[config.mk]
export PLATFORM = sky130hd
export DESIGN_NAME = video_timing_gen
export DESIGN_NICKNAME = d
export VERILOG_FILES = /design/src/rtl/video_timing_gen.sv
export SDC_FILE = /design/constraint.sdc
export NUM_CORES = 1
export LEC_CHECK = 0
export ABC_CLOCK_PERIOD_IN_PS = 8300
export CAP_MARGIN = 15
export CORE_ASPECT_RATIO = 0.6
export CORE_MARGIN = 10
export CORE_UTILIZATION = 53
export DETAILED_ROUTE_END_ITERATION = 7
export PLACE_DENSITY = 0.81
export SLEW_MARGIN = 20
export SYNTH_ARGS = -nofsm -noshare
export SYNTH_HDL_FRONTEND = slang
export SYNTH_SLANG_ARGS = --single-unit
[constraint.sdc]
create_clock -name pixel_clk -period 8.3 [get_ports pixel_clk]
set_input_delay 1.66 -clock pixel_clk [delete_from_list [all_inputs] [get_ports pixel_clk]]
set_output_delay 1.66 -clock pixel_clk [all_outputs]
set_load 0.05 [all_outputs]
[src/rtl/video_timing_gen.sv]
// -----------------------------------------------------------------------------
// video_timing_gen
// Video timing and pixel-source block for a DVI transmitter. It runs
// horizontal/vertical counters for any resolution, requests pixels from an
// external frame source (RGB565 or RGB888), or substitutes built-in test
// patterns. Enable and mode are sampled only at the frame origin, so a frame
// is never torn.
//
// Ports:
//   pixel_clk    in   pixel clock
//   sys_rst      in   asynchronous reset, active-high
//   video_en     in   output enable (frame-latched)
//   mode         in   0 external, 1 colour bars, 2 grid, 3 solid (frame-latched)
//   pixel_data   in   source pixel, valid the cycle after data_req
//   data_req     out  pixel request (stage 1)
//   pixel_xpos   out  active-relative column of the requested pixel
//   pixel_ypos   out  active-relative line of the requested pixel
//   video_hs     out  horizontal sync (stage 2)
//   video_vs     out  vertical sync (stage 2)
//   video_de     out  data enable (stage 2)
//   video_rgb    out  {R8,G8,B8}, zero outside data enable (stage 2)
//   frame_start  out  one-cycle pulse at the aligned frame origin (stage 2)
// -----------------------------------------------------------------------------
module video_timing_gen #(
  parameter int          H_ACTIVE  = 1280,
  parameter int          H_FP      = 110,
  parameter int          H_SYNC    = 40,
  parameter int          H_BP      = 220,
  parameter int          V_ACTIVE  = 720,
  parameter int          V_FP      = 5,
  parameter int          V_SYNC    = 5,
  parameter int          V_BP      = 20,
  parameter bit          SYNC_POL  = 1'b1,
  parameter int          DATA_W    = 16,
  parameter logic [23:0] SOLID_RGB = 24'hFFFFFF
) (
  input  logic              pixel_clk,
  input  logic              sys_rst,
  input  logic              video_en,
  input  logic [1:0]        mode,
  input  logic [DATA_W-1:0] pixel_data,
  output logic              data_req,
  output logic [10:0]       pixel_xpos,
  output logic [10:0]       pixel_ypos,
  output logic              video_hs,
  output logic              video_vs,
  output logic              video_de,
  output logic [23:0]       video_rgb,
  output logic              frame_start
);

  localparam int H_TOTAL = H_SYNC + H_BP + H_ACTIVE + H_FP;
  localparam int V_TOTAL = V_SYNC + V_BP + V_ACTIVE + V_FP;
  localparam int BAR_W   = H_ACTIVE / 8;

  localparam logic [10:0] H_LAST  = 11'(H_TOTAL - 1);
  localparam logic [10:0] H_SYN_E = 11'(H_SYNC);
  localparam logic [10:0] H_ACT_S = 11'(H_SYNC + H_BP);
  localparam logic [10:0] H_ACT_E = 11'(H_SYNC + H_BP + H_ACTIVE);
  localparam logic [10:0] V_LAST  = 11'(V_TOTAL - 1);
  localparam logic [10:0] V_SYN_E = 11'(V_SYNC);
  localparam logic [10:0] V_ACT_S = 11'(V_SYNC + V_BP);
  localparam logic [10:0] V_ACT_E = 11'(V_SYNC + V_BP + V_ACTIVE);

  typedef enum logic [1:0] {
    MODE_EXT   = 2'd0,
    MODE_BARS  = 2'd1,
    MODE_GRID  = 2'd2,
    MODE_SOLID = 2'd3
  } mode_e;

  // Counters and frame-latched controls
  logic [10:0] h_cnt_q, h_cnt_d, v_cnt_q, v_cnt_d;
  logic        started_q;
  logic        en_q, en_d;
  mode_e       mode_q, mode_d;

  // Stage 1: request side
  logic        req_q, req_d;
  logic [10:0] xpos_q, xpos_d, ypos_q, ypos_d;
  logic        de1_q, de1_d, hs1_q, hs1_d, vs1_q, vs1_d, fs1_q, fs1_d;
  mode_e       mode1_q;

  // Middle stage: waits while the source answers the request
  logic        dem_q, hsm_q, vsm_q, fsm_q, extm_q;
  logic [23:0] patm_q, pat_d;

  // Stage 2: sink side
  logic        de_q, hs_q, vs_q, fs_q;
  logic [23:0] rgb_q, rgb_d;

  logic        frame_origin, h_act, v_act, act;
  logic [2:0]  bar_idx;
  logic [23:0] bar_rgb, src_rgb;

  // NOTE: every signal written here is given a default first, so no path
  // leaves it unassigned and no latch is inferred.
  always_comb begin
    h_cnt_d = h_cnt_q + 11'd1;
    v_cnt_d = v_cnt_q;
    if (h_cnt_q == H_LAST) begin
      h_cnt_d = '0;
      v_cnt_d = (v_cnt_q == V_LAST) ? '0 : v_cnt_q + 11'd1;
    end

    // The first origin after reset is skipped so en_q stays 0 for one frame.
    frame_origin = (h_cnt_q == '0) && (v_cnt_q == '0);
    en_d         = en_q;
    mode_d       = mode_q;
    if (frame_origin && started_q) begin
      en_d   = video_en;
      mode_d = mode_e'(mode);
    end

    h_act  = (h_cnt_q >= H_ACT_S) && (h_cnt_q < H_ACT_E);
    v_act  = (v_cnt_q >= V_ACT_S) && (v_cnt_q < V_ACT_E);
    act    = h_act && v_act;
    de1_d  = en_q && act;
    req_d  = de1_d && (mode_q == MODE_EXT);
    xpos_d = act ? h_cnt_q - H_ACT_S : '0;
    ypos_d = act ? v_cnt_q - V_ACT_S : '0;
    hs1_d  = (h_cnt_q < H_SYN_E) ? SYNC_POL : ~SYNC_POL;
    vs1_d  = (v_cnt_q < V_SYN_E) ? SYNC_POL : ~SYNC_POL;
    fs1_d  = frame_origin;
  end

  // Test patterns are computed from the stage-1 position one cycle ahead of
  // the sink stage, the same slot in which an external pixel arrives.
  always_comb begin
    bar_idx = 3'(xpos_q / 11'(BAR_W));
    case (bar_idx)
      3'd0:    bar_rgb = 24'hFFFFFF;
      3'd1:    bar_rgb = 24'hFFFF00;
      3'd2:    bar_rgb = 24'h00FFFF;
      3'd3:    bar_rgb = 24'h00FF00;
      3'd4:    bar_rgb = 24'hFF00FF;
      3'd5:    bar_rgb = 24'hFF0000;
      3'd6:    bar_rgb = 24'h0000FF;
      default: bar_rgb = 24'h000000;
    endcase
    pat_d = '0;
    unique case (mode1_q)
      MODE_BARS:  pat_d = bar_rgb;
      MODE_GRID:  pat_d = ((xpos_q[3:0] == 4'd0) || (ypos_q[3:0] == 4'd0)) ? 24'hFFFFFF : 24'h000000;
      MODE_SOLID: pat_d = SOLID_RGB;
      default:    pat_d = '0;
    endcase
  end

  // RGB565 is widened by replicating the top bits into the vacated LSBs.
  if (DATA_W == 16) begin : g_rgb565
    assign src_rgb = {pixel_data[15:11], pixel_data[15:13],
                      pixel_data[10:5],  pixel_data[10:9],
                      pixel_data[4:0],   pixel_data[4:2]};
  end else begin : g_rgb888
    assign src_rgb = pixel_data[23:0];
  end

  always_comb begin
    rgb_d = '0;
    if (dem_q) rgb_d = extm_q ? src_rgb : patm_q;
  end

  // NOTE: state is updated with non-blocking assignments so every register
  // samples the pre-edge value of the others, keeping the pipeline in step.
  always_ff @(posedge pixel_clk or posedge sys_rst) begin
    if (sys_rst) begin
      h_cnt_q   <= '0;
      v_cnt_q   <= '0;
      started_q <= 1'b0;
      en_q      <= 1'b0;
      mode_q    <= MODE_EXT;
      req_q     <= 1'b0;
      xpos_q    <= '0;
      ypos_q    <= '0;
      de1_q     <= 1'b0;
      hs1_q     <= ~SYNC_POL;
      vs1_q     <= ~SYNC_POL;
      fs1_q     <= 1'b0;
      mode1_q   <= MODE_EXT;
      dem_q     <= 1'b0;
      hsm_q     <= ~SYNC_POL;
      vsm_q     <= ~SYNC_POL;
      fsm_q     <= 1'b0;
      extm_q    <= 1'b0;
      patm_q    <= '0;
      de_q      <= 1'b0;
      hs_q      <= ~SYNC_POL;
      vs_q      <= ~SYNC_POL;
      fs_q      <= 1'b0;
      rgb_q     <= '0;
    end else begin
      h_cnt_q   <= h_cnt_d;
      v_cnt_q   <= v_cnt_d;
      started_q <= 1'b1;
      en_q      <= en_d;
      mode_q    <= mode_d;
      req_q     <= req_d;
      xpos_q    <= xpos_d;
      ypos_q    <= ypos_d;
      de1_q     <= de1_d;
      hs1_q     <= hs1_d;
      vs1_q     <= vs1_d;
      fs1_q     <= fs1_d;
      mode1_q   <= mode_q;
      dem_q     <= de1_q;
      hsm_q     <= hs1_q;
      vsm_q     <= vs1_q;
      fsm_q     <= fs1_q;
      extm_q    <= (mode1_q == MODE_EXT);
      patm_q    <= pat_d;
      de_q      <= dem_q;
      hs_q      <= hsm_q;
      vs_q      <= vsm_q;
      fs_q      <= fsm_q;
      rgb_q     <= rgb_d;
    end
  end

  assign data_req    = req_q;
  assign pixel_xpos  = xpos_q;
  assign pixel_ypos  = ypos_q;
  assign video_hs    = hs_q;
  assign video_vs    = vs_q;
  assign video_de    = de_q;
  assign video_rgb   = rgb_q;
  assign frame_start = fs_q;

endmodule

# Yosys cells after proc, flatten, opt, wreduce, memory -nomap -nowiden
# Index checks and enable logic that the tools add are counted.
# word_totals
register_bits	112
in_bits	21
output_inout_bits	51
word_cells	72
# op_classes
n_addsub	4
n_div	1
n_lt_le_gt_ge	6
eq_ne	11
muxes	11
n_reduce_logical	15
# ops
op	n
24-bit case mux with 7 select lines	1
24-bit 2-to-1 mux	3
24-bit case mux with 3 select lines	1
11-bit 2-to-1 mux	4
11-bit by 1-bit adder with 11-bit output (second input constant)	2
11-bit zero test	2
11-bit by 8-bit divider with 11-bit output (second input constant)	1
11-bit by 10-bit == test with 1-bit output (second input constant)	1
11-bit == test (second input constant)	1
11-bit by 5-bit >= comparator with 1-bit output (second input constant)	1
11-bit by 9-bit >= comparator with 1-bit output (second input constant)	1
11-bit by 10-bit < comparator with 1-bit output (second input constant)	1
11-bit < comparator (second input constant)	1
11-bit by 3-bit < comparator with 1-bit output (second input constant)	1
11-bit by 6-bit < comparator with 1-bit output (second input constant)	1
11-bit by 5-bit subtractor with 11-bit output (second input constant)	1
11-bit by 9-bit subtractor with 11-bit output (second input constant)	1
3-bit == test (second input constant)	3
4-bit zero test	2
1-bit logical AND	7
3-bit by 2-bit == test with 1-bit output (second input constant)	2
2-bit == test (second input constant)	2
2-bit zero test	2
3-bit by 1-bit == test with 1-bit output (second input constant)	1
4 further kinds	5

# Depth between registers and ports, before layout
# Gate-level depths: netlist of run 1.
# depth
depth_word	5
depth_mapped	7
mapped_depth_nobuf	6

# Least setup slack after synthesis of run 1
# OpenSTA, ideal clock, no wires.
# synth_path
path_kind	reg2out
startpoint	register rgb_q[14], in the netlist video_rgb[14]
endpoint	output video_rgb[14]
t_arrival_ns	0.886
setup_slack_ns	5.754
stages_incl_launch_ff	2
cell_sequence	dfrtp_1 buf_4
# synth_rtl
item	line_no	source
start: declaration	90	logic [23:0] rgb_q, rgb_d;
start signal: assignment	216	rgb_q <= rgb_d;
end: declaration	48	output logic [23:0] video_rgb,
# No word-level cell between the ends.

# Worst setup path in the final report of run 1
# layout_path
startpoint	register xpos_q[7], in the netlist pixel_xpos[7]
endpoint	output pixel_xpos[7]
# layout_rtl
item	line_no	source
start: declaration	80	logic [10:0] xpos_q, xpos_d, ypos_q, ypos_d;
start signal: assignment	199	xpos_q <= xpos_d;
end: declaration	43	output logic [10:0] pixel_xpos,
# No word-level cell between the ends.

==> run metrics, run 1 <==
placed cell area=4610 sq um; first-pass GRT wire length=14800 um; DR pass1 iterations=5; Synth Register Bits=83; final instance area=4930 sq um; CP top delay family=buffers and inverters; # nets final=462; Antenna Nets Post-Route=0; via count=2990; DRT iter0 DRCs=253; I/O pins=72; initial antenna violation count=0; mux contribution to synthesized area=0.862%; Crit Path Max Fanout=10; aggregate routed wire length=9160 um; hold path start=fs1_q; Placer Congestion=0.861; Clock Skews=0.00741 ns; Initial Util=54.2%; Layout area overhead=25.7%; kind of critical path=reg -> out; setup bufs post-CTS=0; Worst VDD drop=0.110 mV; YS warnings=0; Tot GR Track Use=16.1%; CTS Buffer Depth=2; layout cells sized above 1=7.13%; worst hold stages=0; Leak=0.00205 uW; worst-margin pin slew=0.916 ns; root buf cell=clkbuf_16; input/output buffers=71; row cnt=24; CTS tree=yes; final hold violations=0; Compound-Gate Fraction of Synth Area=12.0%; syn nets=410; Synth Cell Area=3920 sq um; core area=7240 sq um; max incr delay on CP=0.87 ns; WP data required=6.64 ns; outcome=complete, no violations; RSZ-0062 raised after global routing=no; Adder-Cell Fraction of Synth Area=3.51%; crit-path cells=clkdlybuf4s50_1; startpoint types=flip-flop; relative slew slack=38.9%; TritonCTS Buffers=9; ANT cells=0; Min-Delay Endpoint=fsm_q; Crit path arrival time=1.71 ns; Detailed Place HPWL=6460 um; Die Ht=86.6 um; fmax=297 MHz; critical path endpoint category=output port; largest family of logic cells by synthesized area=simple AND/OR/NAND/NOR gates; DR vias/cell=5.55; DRC=0; CTS resizes=0; worst r2r src=h_cnt_q[4]; setup violators final=0; syn avg cell area=10.4 sq um; Max-cap violations=0; Distinct cells, synth=55; Die Footprint=11400 sq um; Sink Count=83; XOR/XNOR share of the synthesized area=5.14%; final worst path period share=40.6%; Gate Count Post-Synth=378; Reg2Reg Capture Point=pixel_xpos[10]; Skew-Pair Late Insertion Delay=0.33 ns; Slew Viols, Final=0; Post-synth EDFFs=0; Fin Setup TNS=0 ns; Primary FF master, synth=dfrtp_1; Post-Synth Simple-Gate Area=19.3%; Horiz. Die Dim=131 um; post-synthesis sequential area ratio=53.0%; cts hold-fix bufs=0; asr flop ratio synth=100%; CP max stage cell=clkdlybuf4s50_1; vias in the first global route=2935; drt wl/cell=17.0 um; Hold Path Class=reg -> reg; Overflow after GRT=0; R2R cell count=4; clock transition at the registers of the reported paths=0.06 ns; r2r setup slk=5.57 ns; CTS HTree Levels=3; largest net degree at the start of global routing=84; Worst Path Buf+Inv=1; post-route minimum period=3.37 ns; Pwr Density=172 nW/um^2
-- cell usage in the layout (no fill, tap or decap), types with 8 or more instances in the layout --
cell type and count:
dfrtp_1 83, clkdlybuf4s50_1 71, nand2_1 32, nor3_1 25
a21boi_0 16, inv_1 15, nor2_1 15, o21ai_0 13
xnor2_1 13, nand2b_1 12, a21oi_1 11, or3_1 11
ha_1 11, xor2_1 10, nand3_1 9, clkbuf_16 9
nor4_1 8, nand4_1 8
-- where the power goes --
part | total (uW) | switching [uW] | leakage (uW) | internal, uW
clock network | 407 | 156 | 0.000153 | 252
logic | 25.9 | 13.8 | 0.000793 | 12.1
registers | 412 | 3.76 | 0.00111 | 408
total | 845 | 173 | 0.00205 | 672
-- layer usage --
layer | global-route usage (%) | share of wire [%]
met1 | 21.1 | 45
met2 | 26.8 | 48
met3 | 4.33 | 6.9
met4 | 2.41 | 0.11
met5 | 0 | 0
-- worst max-delay path by stage --
stage	cells past startpoint	start	to
after CTS	1	pixel_xpos[7]	pixel_xpos[7]
after floorplan	1	sys_rst	data_req
final	1	pixel_xpos[7]	pixel_xpos[7]
after detailed placement	3	sys_rst	pixel_xpos[0]
after global routing	1	pixel_xpos[9]	pixel_xpos[9]
after global placement	3	sys_rst	pixel_xpos[3]
-- synthesized netlist by cell type, drive strengths merged, types with 12 or more instances --
| cell type | number | share of area, % |
|---|---|---|
| a21boi | 16 | 3.1 |
| buf | 15 | 2.8 |
| clkbuf | 18 | 1.8 |
| dfrtp | 83 | 53 |
| inv | 16 | 1.5 |
| nand2 | 32 | 3.1 |
| nand2b | 12 | 1.9 |
| nor2 | 15 | 1.4 |
| nor3 | 25 | 3.2 |
| o21ai | 13 | 1.7 |
| xnor2 | 13 | 2.9 |
-- cell type report --
class,count,area (sq um)
Timing Repair Buffer,74,737
Tap cell,104,130
Fill cell,552,2310
Sequential cell,83,2080
Clock inverter,4,56.3
Multi-Input combinational cell,246,1610
Clock buffer,12,256
Inverter,16,61.3
-- stage by stage --
| stage | cells | setup slack [ns] | total power (uW) | hold slack [ns] | util [%] |
|---|---|---|---|---|---|
| after floorplan | 378 | 4.50 | 431 | 0.331 | - |
| after global routing | 539 | 4.88 | 875 | 0.356 | 68.1 |
| after detailed placement | 523 | 5.28 | 446 | 0.336 | 63.7 |
| final | 539 | 4.93 | 845 | 0.346 | 68.1 |
| after global placement | 523 | 5.31 | 445 | 0.333 | 63.7 |
| after CTS | 539 | 4.91 | 854 | 0.348 | 68.0 |
-- registers in the layout (all words and copies together) (netlist names), 2 cells and up --
signal,flops
mode_q,2
pixel_xpos,11
h_cnt_q,11
pixel_ypos,11
patm_q,3
mode1_q,2
video_rgb,16
v_cnt_q,11
-- cell families (layout without fill, tap and decap cells) --
family / Yosys count / in the layout
xor gates and xnor gates: 23 / 23
DFF: 83 / 83
adders and majority gates: 11 / 11
buffers and inverters: 49 / 106
and+or+nand+nor: 142 / 142
AOI/OAI and AO/OA: 66 / 66
muxes: 3 / 3
other: 1 / 1
No activity file was read; power rests on OpenSTA's default activity.
==> inputs of run 2 (changes only) <==
--- a/config.mk
+++ b/config.mk
@@ -5,13 +5,13 @@
 export SDC_FILE = /design/constraint.sdc
 export NUM_CORES = 1
 export LEC_CHECK = 0
-export ABC_CLOCK_PERIOD_IN_PS = 8300
+export ABC_CLOCK_PERIOD_IN_PS = 2900
 export CAP_MARGIN = 15
 export CORE_ASPECT_RATIO = 0.6
 export CORE_MARGIN = 10
-export CORE_UTILIZATION = 53
+export CORE_UTILIZATION = 47
 export DETAILED_ROUTE_END_ITERATION = 7
-export PLACE_DENSITY = 0.81
+export PLACE_DENSITY = 0.76
 export SLEW_MARGIN = 20
 export SYNTH_ARGS = -nofsm -noshare
 export SYNTH_HDL_FRONTEND = slang
==> constraint.sdc (replaced) <==
create_clock -name pixel_clk -period 2.9 [get_ports pixel_clk]
set_input_delay 0.58 -clock pixel_clk [delete_from_list [all_inputs] [get_ports pixel_clk]]
set_output_delay 0.58 -clock pixel_clk [all_outputs]
set_load 0.05 [all_outputs]
==> run 2 against run 1 <==
Effect of this change: first-iteration DRC count up 7.1%; clock skew down 0.0025 ns; critical path depth up 5; non-clock buffer count up 2; cell area up 0.36%; largest power group unchanged.
==> run metrics, run 2 (synthesis results as in run 1) <==
outcome=complete, no violations; kind of critical path=reg -> reg; max FFs per register=16; clock transition at the registers of the reported paths=0.06 ns; ANT cells=0; Tot GR Track Use=14.9%; aggregate routed wire length=9050 um; Slew Viols, Final=0; Max-cap violations=0; # nets final=464; worst-margin pin slew=0.833 ns; layout filler cell count=659; final hold violations=0; Placer Congestion=0.876; root buf cell=clkbuf_16; Fin Setup TNS=0 ns; Hold Path Class=reg -> reg; startpoint types=flip-flop; I/O pins=72; RSZ-0062 raised after global routing=no; commonest non-fill, non-tap cells in the layout=dfrtp_1 (83), clkdlybuf4s50_1 (71), nand2_1 (32); initial antenna violation count=0; Skew-Pair Late Insertion Delay=0.34 ns; fmax=410 MHz; via count=2993; WP data required=3.11 ns; Min Hold Slack=0.348 ns; CTS resizes=0; DRT iter0 DRCs=271; Horiz. Die Dim=138 um; row cnt=25; Crit Path Max Fanout=14; DRC=0; critical path endpoint category=flip-flop; drt wl/cell=16.6 um; final worst path period share=84.1%; Die Footprint=12500 sq um; Leak=0.00205 uW; CTS tree=yes; relative slew slack=43.8%; Crit path arrival time=2.65 ns; CTS Buffer Depth=2; Detailed Place HPWL=6550 um; core area=8010 sq um; Layout area overhead=26.1%; Die Ht=90.8 um; post-route minimum period=2.44 ns; vias in the first global route=2902; commonest non-fill, non-tap cell in the layout=dfrtp_1; Worst VDD drop=0.257 mV; Overflow after GRT=0; CTS HTree Levels=3; DR vias/cell=5.49; setup violators final=0; layout cells sized above 1=7.55%; Initial Util=49.0%; DR pass1 iterations=6; Finished Core Util=61.8%; Sink Count=83; cts hold-fix bufs=0; Pwr Density=482 nW/um^2; TritonCTS Buffers=9; setup bufs post-CTS=0; Antenna Nets Post-Route=0; Clock Skews=0.00489 ns; first-pass GRT wire length=15000 um; input/output buffers=71; largest net degree at the start of global routing=47
## run 2: cell types whose count changed in the layout (fill, tap and decap cells not counted), sizes merged
| cell | previous run | this run |
|---|---|---|
| clkbuf | 12 | 10 |
| clkinvlp | 0 | 1 |
| inv | 16 | 17 |
| buf | 3 | 5 |
## run 2: worst paths after layout
path,slack [ns],end,cells past startpoint,from
min reg2reg,0.35,frame_start,0,fsm_q
max in group asynchronous,1.60,h_cnt_q[8],3,sys_rst
max reg2reg,0.46,v_cnt_q[10],6,h_cnt_q[3]
max,0.46,v_cnt_q[10],6,h_cnt_q[3]
min in group asynchronous,0.65,video_rgb[15],2,sys_rst
min,0.35,frame_start,0,fsm_q
## run 2: power by group
| group | internal, uW | switching [uW] |
|---|---|---|
| clock network | 675 | 454 |
| registers | 1170 | 10.0 |
| logic | 36.0 | 38.8 |
| total | 1880 | 503 |
## run 2: cell type report
type,count,area [sq um],area share (%)
Sequential cell,83,2080,42.0
Inverter,16,61.3,1.24
Clock buffer,10,229,4.63
Multi-Input combinational cell,246,1610,32.6
Timing Repair Buffer,76,761,15.4
Clock inverter,6,72.6,1.47
Tap cell,108,135,2.73
## run 2: metrics by stage
stage          instances  power (uW)  area [sq um]  setup WS [ns]
2_1_floorplan        378        1230          3920          0.183
3_3_place_gp         529        1280          4640          0.556
3_5_place_dp         529        1280          4640          0.531
4_1_cts              545        2420          4950          0.483
5_1_grt              545        2480          4950          0.368
6_report             545        2380          4950          0.461
## run 2: routing by layer
| metal | routed length, um | global-route usage, % | up-vias |
|---|---|---|---|
| li1 | - | - | 1417 |
| met1 | 4110 | 20.7 | 1423 |
| met2 | 3960 | 21.5 | 142 |
| met3 | 894 | 4.39 | 11 |
| met4 | 89 | 5.28 | 0 |
| met5 | 0 | 0 | - |
## run 2: critical path: stages, from the launching register on
cell	delay, ns
dfrtp_1	0.46
inv_1	0.16
ha_1	0.18
nand2b_1	0.11
or4_1	0.64
or4_1	0.62
xnor2_1	0.15
